File: src/rtl/branch_resolve_if.sv
// Fetch/EX side of the branch resolve unit: prediction push, resolution,
// redirect result and status. The unit itself attaches through the slave modport.
interface branch_resolve_if #(
  parameter int WORD_W = 32
);
  logic              push;
  logic [WORD_W-1:0] push_pc;
  logic              push_taken;
  logic [WORD_W-1:0] push_target;
  logic              resolve;
  logic              res_taken;
  logic [WORD_W-1:0] res_target;
  logic              flush_in;
  logic [1:0]        pred_result;
  logic              mispredict;
  logic [WORD_W-1:0] correct_pc;
  logic              full;
  logic              empty;
  logic [31:0]       branch_count;
  logic [31:0]       miss_count;
  logic              err_overflow;
  logic              err_underflow;

  modport master (
    output push, push_pc, push_taken, push_target,
    output resolve, res_taken, res_target, flush_in,
    input  pred_result, mispredict, correct_pc, full, empty,
    input  branch_count, miss_count, err_overflow, err_underflow
  );

  modport slave (
    input  push, push_pc, push_taken, push_target,
    input  resolve, res_taken, res_target, flush_in,
    output pred_result, mispredict, correct_pc, full, empty,
    output branch_count, miss_count, err_overflow, err_underflow
  );
endinterface

File: src/rtl/branch_resolve_unit.sv
// In-order queue of fetch-time branch predictions, checked against the EX
// outcome; emits RIGHT/WRONG training results and the mispredict redirect.
module branch_resolve_unit #(
  parameter int DEPTH  = 4,
  parameter int WORD_W = 32
) (
  input  logic              CLK,
  input  logic              nRST,
  branch_resolve_if.slave   bus
);
  localparam int AW = $clog2(DEPTH);
  localparam logic [AW:0] FULL_CNT = (AW+1)'(DEPTH);

  localparam logic [1:0] PRED_IDLE  = 2'b00;
  localparam logic [1:0] RIGHT_PRED = 2'b01;
  localparam logic [1:0] WRONG_PRED = 2'b10;

  typedef enum logic {RUN, RECOVER} state_t;

  state_t            state_reg;
  logic [AW-1:0]     head_reg, tail_reg;
  logic [AW:0]       count_reg;
  logic [AW:0]       count_next;
  logic [WORD_W-1:0] pc_mem     [DEPTH];
  logic              taken_mem  [DEPTH];
  logic [WORD_W-1:0] target_mem [DEPTH];

  logic              head_taken;
  logic [WORD_W-1:0] head_pc, head_target;
  logic              full, empty;
  logic              pop, wrong, clear, push_ok, overflow;

  assign full  = (count_reg == FULL_CNT);
  assign empty = (count_reg == '0);
  assign bus.full  = full;
  assign bus.empty = empty;

  // Head entry is read combinationally so the outcome compares in the resolve cycle.
  assign head_pc     = pc_mem[head_reg];
  assign head_taken  = taken_mem[head_reg];
  assign head_target = target_mem[head_reg];

  assign pop   = bus.resolve && !empty;
  assign wrong = (bus.res_taken != head_taken) ||
                 (bus.res_taken && head_taken && (bus.res_target != head_target));
  assign clear = (pop && wrong) || bus.flush_in;

  // A pop in the same cycle frees the slot, so a full queue still accepts.
  assign push_ok  = bus.push && (state_reg == RUN) && !clear && (!full || pop);
  assign overflow = bus.push && (state_reg == RUN) && !clear && full && !pop;

  assign count_next = count_reg + {{AW{1'b0}}, push_ok} - {{AW{1'b0}}, pop};

  always_ff @(posedge CLK) begin
    if (push_ok) begin
      pc_mem[tail_reg]     <= bus.push_pc;
      taken_mem[tail_reg]  <= bus.push_taken;
      target_mem[tail_reg] <= bus.push_target;
    end
  end

  always_ff @(posedge CLK) begin
    if (!nRST) begin
      state_reg         <= RUN;
      head_reg          <= '0;
      tail_reg          <= '0;
      count_reg         <= '0;
      bus.pred_result   <= PRED_IDLE;
      bus.mispredict    <= 1'b0;
      bus.correct_pc    <= '0;
      bus.branch_count  <= '0;
      bus.miss_count    <= '0;
      bus.err_overflow  <= 1'b0;
      bus.err_underflow <= 1'b0;
    end else begin
      if (clear) begin
        head_reg  <= '0;
        tail_reg  <= '0;
        count_reg <= '0;
      end else begin
        if (pop)     head_reg <= head_reg + 1'b1;
        if (push_ok) tail_reg <= tail_reg + 1'b1;
        count_reg <= count_next;
      end

      state_reg <= (pop && wrong) ? RECOVER : RUN;

      bus.pred_result <= pop ? (wrong ? WRONG_PRED : RIGHT_PRED) : PRED_IDLE;
      bus.mispredict  <= pop && wrong;
      if (pop)
        bus.correct_pc <= bus.res_taken ? bus.res_target : head_pc + WORD_W'(4);

      if (pop && (bus.branch_count != '1))
        bus.branch_count <= bus.branch_count + 32'd1;
      if (pop && wrong && (bus.miss_count != '1))
        bus.miss_count <= bus.miss_count + 32'd1;

      if (overflow)               bus.err_overflow  <= 1'b1;
      if (bus.resolve && empty)   bus.err_underflow <= 1'b1;
    end
  end
endmodule

File: src/flat_wrapper.sv
// flat-port wrapper written by rule: the top's interface ports become plain ports
module branch_resolve_unit_flat 
#(
  parameter int DEPTH  = 4,
  parameter int WORD_W = 32
)
  (CLK, nRST, bus_push, bus_push_pc, bus_push_taken, bus_push_target, bus_resolve, bus_res_taken, bus_res_target, bus_flush_in, bus_pred_result, bus_mispredict, bus_correct_pc, bus_full, bus_empty, bus_branch_count, bus_miss_count, bus_err_overflow, bus_err_underflow);
  branch_resolve_if #(.WORD_W(WORD_W)) bus_i ();
  input  logic CLK;
  input  logic nRST;
  input wire logic [$bits(bus_i.push)-1:0] bus_push;
  input wire logic [$bits(bus_i.push_pc)-1:0] bus_push_pc;
  input wire logic [$bits(bus_i.push_taken)-1:0] bus_push_taken;
  input wire logic [$bits(bus_i.push_target)-1:0] bus_push_target;
  input wire logic [$bits(bus_i.resolve)-1:0] bus_resolve;
  input wire logic [$bits(bus_i.res_taken)-1:0] bus_res_taken;
  input wire logic [$bits(bus_i.res_target)-1:0] bus_res_target;
  input wire logic [$bits(bus_i.flush_in)-1:0] bus_flush_in;
  output wire logic [$bits(bus_i.pred_result)-1:0] bus_pred_result;
  output wire logic [$bits(bus_i.mispredict)-1:0] bus_mispredict;
  output wire logic [$bits(bus_i.correct_pc)-1:0] bus_correct_pc;
  output wire logic [$bits(bus_i.full)-1:0] bus_full;
  output wire logic [$bits(bus_i.empty)-1:0] bus_empty;
  output wire logic [$bits(bus_i.branch_count)-1:0] bus_branch_count;
  output wire logic [$bits(bus_i.miss_count)-1:0] bus_miss_count;
  output wire logic [$bits(bus_i.err_overflow)-1:0] bus_err_overflow;
  output wire logic [$bits(bus_i.err_underflow)-1:0] bus_err_underflow;
  assign bus_i.push = bus_push;
  assign bus_i.push_pc = bus_push_pc;
  assign bus_i.push_taken = bus_push_taken;
  assign bus_i.push_target = bus_push_target;
  assign bus_i.resolve = bus_resolve;
  assign bus_i.res_taken = bus_res_taken;
  assign bus_i.res_target = bus_res_target;
  assign bus_i.flush_in = bus_flush_in;
  assign bus_pred_result = bus_i.pred_result;
  assign bus_mispredict = bus_i.mispredict;
  assign bus_correct_pc = bus_i.correct_pc;
  assign bus_full = bus_i.full;
  assign bus_empty = bus_i.empty;
  assign bus_branch_count = bus_i.branch_count;
  assign bus_miss_count = bus_i.miss_count;
  assign bus_err_overflow = bus_i.err_overflow;
  assign bus_err_underflow = bus_i.err_underflow;
  branch_resolve_unit #(.DEPTH(DEPTH), .WORD_W(WORD_W)) u_core (.CLK(CLK), .nRST(nRST), .bus(bus_i));
endmodule
File: config.mk
export PLATFORM = sky130hd
export DESIGN_NAME = branch_resolve_unit_flat
export DESIGN_NICKNAME = d
export VERILOG_FILES = /design/src/rtl/branch_resolve_if.sv /design/src/rtl/branch_resolve_unit.sv /design/src/flat_wrapper.sv
export SDC_FILE = /design/constraint.sdc
export NUM_CORES = 1
export LEC_CHECK = 0
export ABC_AREA = 1
export CORE_MARGIN = 2
export CORE_UTILIZATION = 56
export DETAILED_ROUTE_END_ITERATION = 6
export PLACE_DENSITY_LB_ADDON = 0.05
export SLEW_MARGIN = 20
export SYNTH_ARGS = -nofsm -noshare
export SYNTH_HDL_FRONTEND = slang
export SYNTH_SLANG_ARGS = --single-unit
export TNS_END_PERCENT = 20
File: constraint.sdc
create_clock -name CLK -period 7.8 [get_ports CLK]
set_input_delay 1.95 -clock CLK [delete_from_list [all_inputs] [get_ports CLK]]
set_output_delay 1.95 -clock CLK [all_outputs]
set_load 0.01 [all_outputs]
# After elaboration in Yosys (flattened, before gate mapping)
# Memories as Yosys holds them, arrays and structs flattened. A register that Yosys moved wholly into a read port is not among the register bits.
# Index checks and enable logic that the tools add are counted.
word_totals:
  ff_bits: 109
  ramBits: 260
  inputBits: 103
  output_inout_bits: 103
  mem_count: 3
op_classes:
  add_sub_neg: 7
  eq_ne: 5
  muxes: 11
  bitwise: 2
  reduce_logical: 22
mem_list:
  columns: ["name", "words", "width", "rd", "rd_ports_with_merged_regs", "write_ports", "line", "rtl"]
  rows:
  - ["u_core.pc_mem", 4, 32, 1, 1, 1, "branch_resolve_unit.sv:24", "logic [WORD_W-1:0] pc_mem [DEPTH];"]
  - ["u_core.target_mem", 4, 32, 1, 1, 1, "branch_resolve_unit.sv:26", "logic [WORD_W-1:0] target_mem [DEPTH];"]
  - ["u_core.taken_mem", 4, 1, 1, 1, 1, "branch_resolve_unit.sv:25", "logic taken_mem [DEPTH];"]
op_table:
  columns: ["operator", "count"]
  rows:
  - ["$add A32 B1 Y32 const B", 2]
  - ["$ne A32 B32 Y1 const B", 2]
  - ["$add A32 B3 Y32 const B", 1]
  - ["$mux W32", 1]
  - ["$ne A32 B32 Y1", 1]
  - ["$mux W2", 7]
  - ["$logic_and A1 B1 Y1", 12]
  - ["$add A2 B1 Y2 const B", 2]
  - ["$logic_not A1 Y1", 4]
  - ["$add A3 B1 Y3", 1]
  - ["$eq A3 B3 Y1 const B", 1]
  - ["$logic_not A3 Y1", 1]
  - ["$logic_or A1 B1 Y1", 3]
  - ["$mux W1", 3]
  - ["$sub A3 B1 Y3", 1]
  - ["$not A1 Y1", 2]
  - ["$reduce_and A2 Y1", 1]
  - ["$reduce_or A2 Y1", 1]
  - ["$ne A1 B1 Y1", 1]

# Logic depth before layout (Yosys ltp)
logic_depth:
  word_depth: 10
  depth_mapped: 24

# Worst setup path before layout
# OpenSTA, ideal clock, no wires.
synth_timing:
  path_type: "input to register"
  startpoint: "input bus_res_target[21]"
  endpoint: "memory u_core.pc_mem[0][0], enable pin"
  setup_time_ps: 489
  arrival_time_ps: 5660
  slack_ps: 1651
  stages: 14
  n_path_buf: 0
  path_cell_list: "inv_1 nand3_1 nand2_1 inv_1 nand2_1 nor2_1 nand2_1 nor2_1 nand2_1 nand2_1 nand2_1 nand2_1 nand4_1 nor2_1"
synth_via:
  elab_chain_cells: 10
synth_lines:
  columns: ["element", "line", "rtl"]
  rows:
  - ["from (decl)", "flat_wrapper.sv:17", "input wire logic [$bits(bus_i.res_target)-1:0] bus_res_target;"]
  - ["$ne A32 B32 Y1", "branch_resolve_unit.sv:45", "(bus.res_taken && head_taken && (bus.res_target != head_target));"]
  - ["$logic_and A1 B1 Y1", "branch_resolve_unit.sv:45", null]
  - ["$logic_or A1 B1 Y1", "branch_resolve_unit.sv:44", "assign wrong = (bus.res_taken != head_taken) ||"]
  - ["$logic_and A1 B1 Y1", "branch_resolve_unit.sv:46", "assign clear = (pop && wrong) || bus.flush_in;"]
  - ["$logic_or A1 B1 Y1", "branch_resolve_unit.sv:46", null]
  - ["$logic_not A1 Y1", "branch_resolve_unit.sv:49", "assign push_ok = bus.push && (state_reg == RUN) && !clear && (!full || pop);"]
  - ["$logic_and A1 B1 Y1 (2 in series)", "branch_resolve_unit.sv:49", null]
  - ["$mux W1", "branch_resolve_unit.sv:55", "if (push_ok) begin"]
  - ["$mux W1 (implied by the code)", "branch_resolve_unit.sv:56", "pc_mem[tail_reg] <= bus.push_pc;"]
  - ["to (decl)", "branch_resolve_unit.sv:24", null]
# No other way between the ends.

==> summary.json <==
{
  "worst_setup_path": {
    "ff2ff_setup_slack_ns": 2.31,
    "timing.critical_path.mode_cell": "nand2_1",
    "crit_fanout": 55,
    "worstSetupPathType": "reg -> reg",
    "rr_endpoint": "u_core.pc_mem[3][21]$_DFFE_PP_",
    "slowest_delay_ns": 0.89,
    "timing.critical_path.buf_inv": 3,
    "crit_chain": "buf_4 > clkinv_2 > nand3_1 > nand3_1 > nand2_1 > nand2_1 > nor2_1 > nand2_1 > nor2_1 > nand2_1 > nand2_1 > nand2_1 > nand2_1 > nand4_1 > nor2_4 > buf_4",
    "worstPathRequired_ns": 7.99,
    "critPathLaunchType": "flop",
    "reg2regPathDepth": 16,
    "crit_path_top_delay_cell": "nor2_4",
    "cpLargestDelayFamily": "simple AND/OR/NAND/NOR gates",
    "cp.arrival_ns": 5.69,
    "cp-end-kind": "flop"
  },
  "synthesis": {
    "synth_fp_nets": 1900,
    "synth_cells": 1786,
    "number_of_storage_elements_in_the_synthesis_netlist": 370,
    "synth_sequential_area_ratio_pct": 59.6,
    "post_synth_instance_area_um2": 16800,
    "synth_enable_flop_cells": 260,
    "ys_warn_count": 0,
    "synth.distinct_cells": 51,
    "ys.flop_type": "edfxtp_1",
    "asyncSetResetFlopFracSynth_pct": 0,
    "post_synth.cell_area_avg_um2": 9.41
  },
  "route": {
    "drc_errors": 0,
    "via_count": 13400,
    "drt-pass1-iter-count": 6,
    "antenna_violating_nets_post_route": 0,
    "drt_iter0_drc": 1045,
    "route.final.wire_length_um": 44100,
    "routed_wirelength_normalized_by_instance_count_um": 18.4,
    "drt-vias-per-instance": 5.58
  },
  "timing": {
    "achievable-frequency_ghz": 0.182,
    "final.min_clock_period_ns": 5.49,
    "grt_setup_unrepaired": "false",
    "worst_clock_skew_ns": 0.0214,
    "timing.final.setup_violations": 0,
    "max_slew.worst_pin.slew_ns": 1.10,
    "number_of_endpoints_with_negative_hold_slack_in_the_final_report": 0,
    "final_max_slew_viol_count": 0,
    "finalHoldWorstSlack_ns": 0.454,
    "ratio_of_final_minimum_period_to_clock_period_pct": 70.4,
    "slew-limit-headroom_pct": 27.0,
    "setup_tns_ns": 0
  },
  "clocking": {
    "clk-insertion-delay-late_ns": 0.54,
    "tritoncts_num_sinks": 370,
    "cts.root.buffer_cell": "clkbuf_16",
    "post_cts_resize_count": 0,
    "cts_hold_repair.buffers": 0,
    "post-cts-setup-buffer-count": 0,
    "clockBufferDepth": 3,
    "tritoncts": "done",
    "numCtsBuffers": 39,
    "clkSlewWorstSetupHoldPaths_ns": 0.06,
    "h-tree-depth": 2
  },
  "finish": {
    "largestRegisters": "u_core.pc_mem: 128 flops, u_core.target_mem: 128 flops",
    "drive_gt1_share_pct": 5.78,
    "area_growth_syn_to_fin_pct": 20.3,
    "fillerInstances": 2294,
    "post_layout_net_count": 2091
  },
  "min_path": {
    "hp-start": "u_core.bus.err_overflow$_SDFFE_PN0P_",
    "worst_hold_endpoint": "u_core.bus.err_overflow$_SDFFE_PN0P_",
    "min_delay_path_depth": 2,
    "hold_class": "reg -> reg"
  },
  "placed_design": {
    "placer_congestion": 0.889,
    "count_of_input_and_output_buffers": 205,
    "place_hpwl_um": 29800
  },
  "grt": {
    "grt_pass1_wl_um": 67100,
    "grtUsageTotal_pct": 27.8,
    "grt_remaining_overflow": 0,
    "first_global_vias": 12200,
    "grt_start_max_net_pins": 131,
    "grt_antenna_before_repair": 1
  },
  "die": {
    "total_die_area_um2": 31400,
    "die_width_um": 177,
    "die-height_um": 177,
    "number_of_top_level_pins": 206,
    "placeableCoreArea_um2": 29600,
    "floorplan.initialDensity_pct": 56.8,
    "num_rows": 63
  },
  "pwr": {
    "p_leak_nw": 7.38,
    "power_per_cell_area_nw_per_um2": 214,
    "worst_ir_drop_vdd_v": 0.000183,
    "total_power_mw": 4.33
  },
  "job": {
    "cap_viol_max_count": 0
  },
  "status": {
    "outcome": "finished clean"
  }
}
stage by stage:
stage / instance area [µm²] / utilization [%] / instances / setup WS [ns]
floorplan: 16800 / - / 1786 / 1.65
global placement: 19000 / 64.3 / 2326 / 2.16
detailed placement: 19000 / 64.3 / 2326 / 2.02
CTS: 20200 / 68.4 / 2397 / 2.39
global route: 20200 / 68.4 / 2397 / 2.01
finish: 20200 / 68.4 / 2398 / 2.31
Yosys cell counts, drive strengths merged (2+ instances only):
master | number | area [µm²]
o211ai | 4 | 30.0
nand4 | 27 | 175
a31oi | 3 | 18.8
nand3b | 6 | 45.0
ha | 10 | 125
and2 | 4 | 25.0
buf | 50 | 414
xor2 | 32 | 280
nand3 | 156 | 786
nand2 | 541 | 2040
xnor2 | 15 | 131
and3 | 2 | 12.5
nor2 | 146 | 576
a32oi | 11 | 149
clkbuf | 21 | 78.8
o21a | 3 | 22.5
a21oi | 114 | 571
edfxtp | 260 | 7810
o22a | 2 | 17.5
o21ai | 68 | 340
nor4 | 8 | 50.1
clkinv | 2 | 12.5
dfxtp | 110 | 2200
nor3b | 6 | 45.0
or2 | 3 | 18.8
nor3 | 39 | 215
inv | 130 | 488
o22ai | 8 | 62.6
cell type report:
class,instances,area (µm²),share of cell area (%)
Antenna cell,1,2.50,0.0124
Inverter,132,502,2.48
Tap cell,390,488,2.41
Sequential cell,370,10000,49.6
Clock inverter,16,118,0.582
Clock buffer,55,1090,5.38
Timing Repair Buffer,221,2170,10.7
Multi-Input combinational cell,1213,5830,28.8
worst max path at each step:
stage	from	to	slack, ns	cells after the start
6_report	flop	u_core.pc_mem[3][21]$_DFFE_PP_	2.31	16
5_1_grt	flop	u_core.pc_mem[3][28]$_DFFE_PP_	2.01	16
4_1_cts	flop	u_core.pc_mem[3][28]$_DFFE_PP_	2.39	16
3_5_place_dp	bus_res_target[4]	u_core.pc_mem[3][12]$_DFFE_PP_	2.02	14
3_3_place_gp	bus_res_target[3]	u_core.pc_mem[3][8]$_DFFE_PP_	2.16	14
2_1_floorplan	bus_res_target[21]	u_core.pc_mem[0][0]$_DFFE_PP_	1.65	14
cells in the final DEF (no fill, tap or decap), types with 26 or more instances in the layout:
master,count
nand2_1,536
edfxtp_1,260
clkdlybuf4s50_1,205
nand3_1,155
nor2_1,133
inv_1,121
a21oi_1,114
dfxtp_1,108
o21ai_0,58
clkbuf_16,40
nor3_1,35
xor2_1,32
nand4_1,26
logic make-up after synthesis:
group           Yosys count  synth area share, %
simple gates            938                 23.8
flops                   370                 59.6
compound gates          217                 7.43
buf+inv                 203                 5.91
xor+xnor                 47                 2.45
fa+ha+maj                11                0.864
where the power goes:
| part | total [mW] | switching, mW | internal (mW) |
|---|---|---|---|
| combinational | 0.405 | 0.252 | 0.153 |
| sequential | 2.18 | 0.0249 | 2.15 |
| clock | 1.75 | 0.740 | 1.01 |
| total | 4.33 | 1.02 | 3.31 |
worst register-to-register path, delay by kind of cell, from the launching register on:
family	cells	cell delay, ns
buffers and inverters	3	1.92
flip-flops	1	0.31
AND/OR/NAND/NOR	13	2.91
layer usage:
layer | part of all wire [%] | GRT usage, % | vias to the layer above
li1 | - | - | 6436
met1 | 42 | 38.4 | 6338
met2 | 47 | 45.2 | 528
met3 | 7.9 | 4.06 | 81
met4 | 2.8 | 9.37 | 0
met5 | 0 | 0 | -
(Power assumes the default switching activity.)
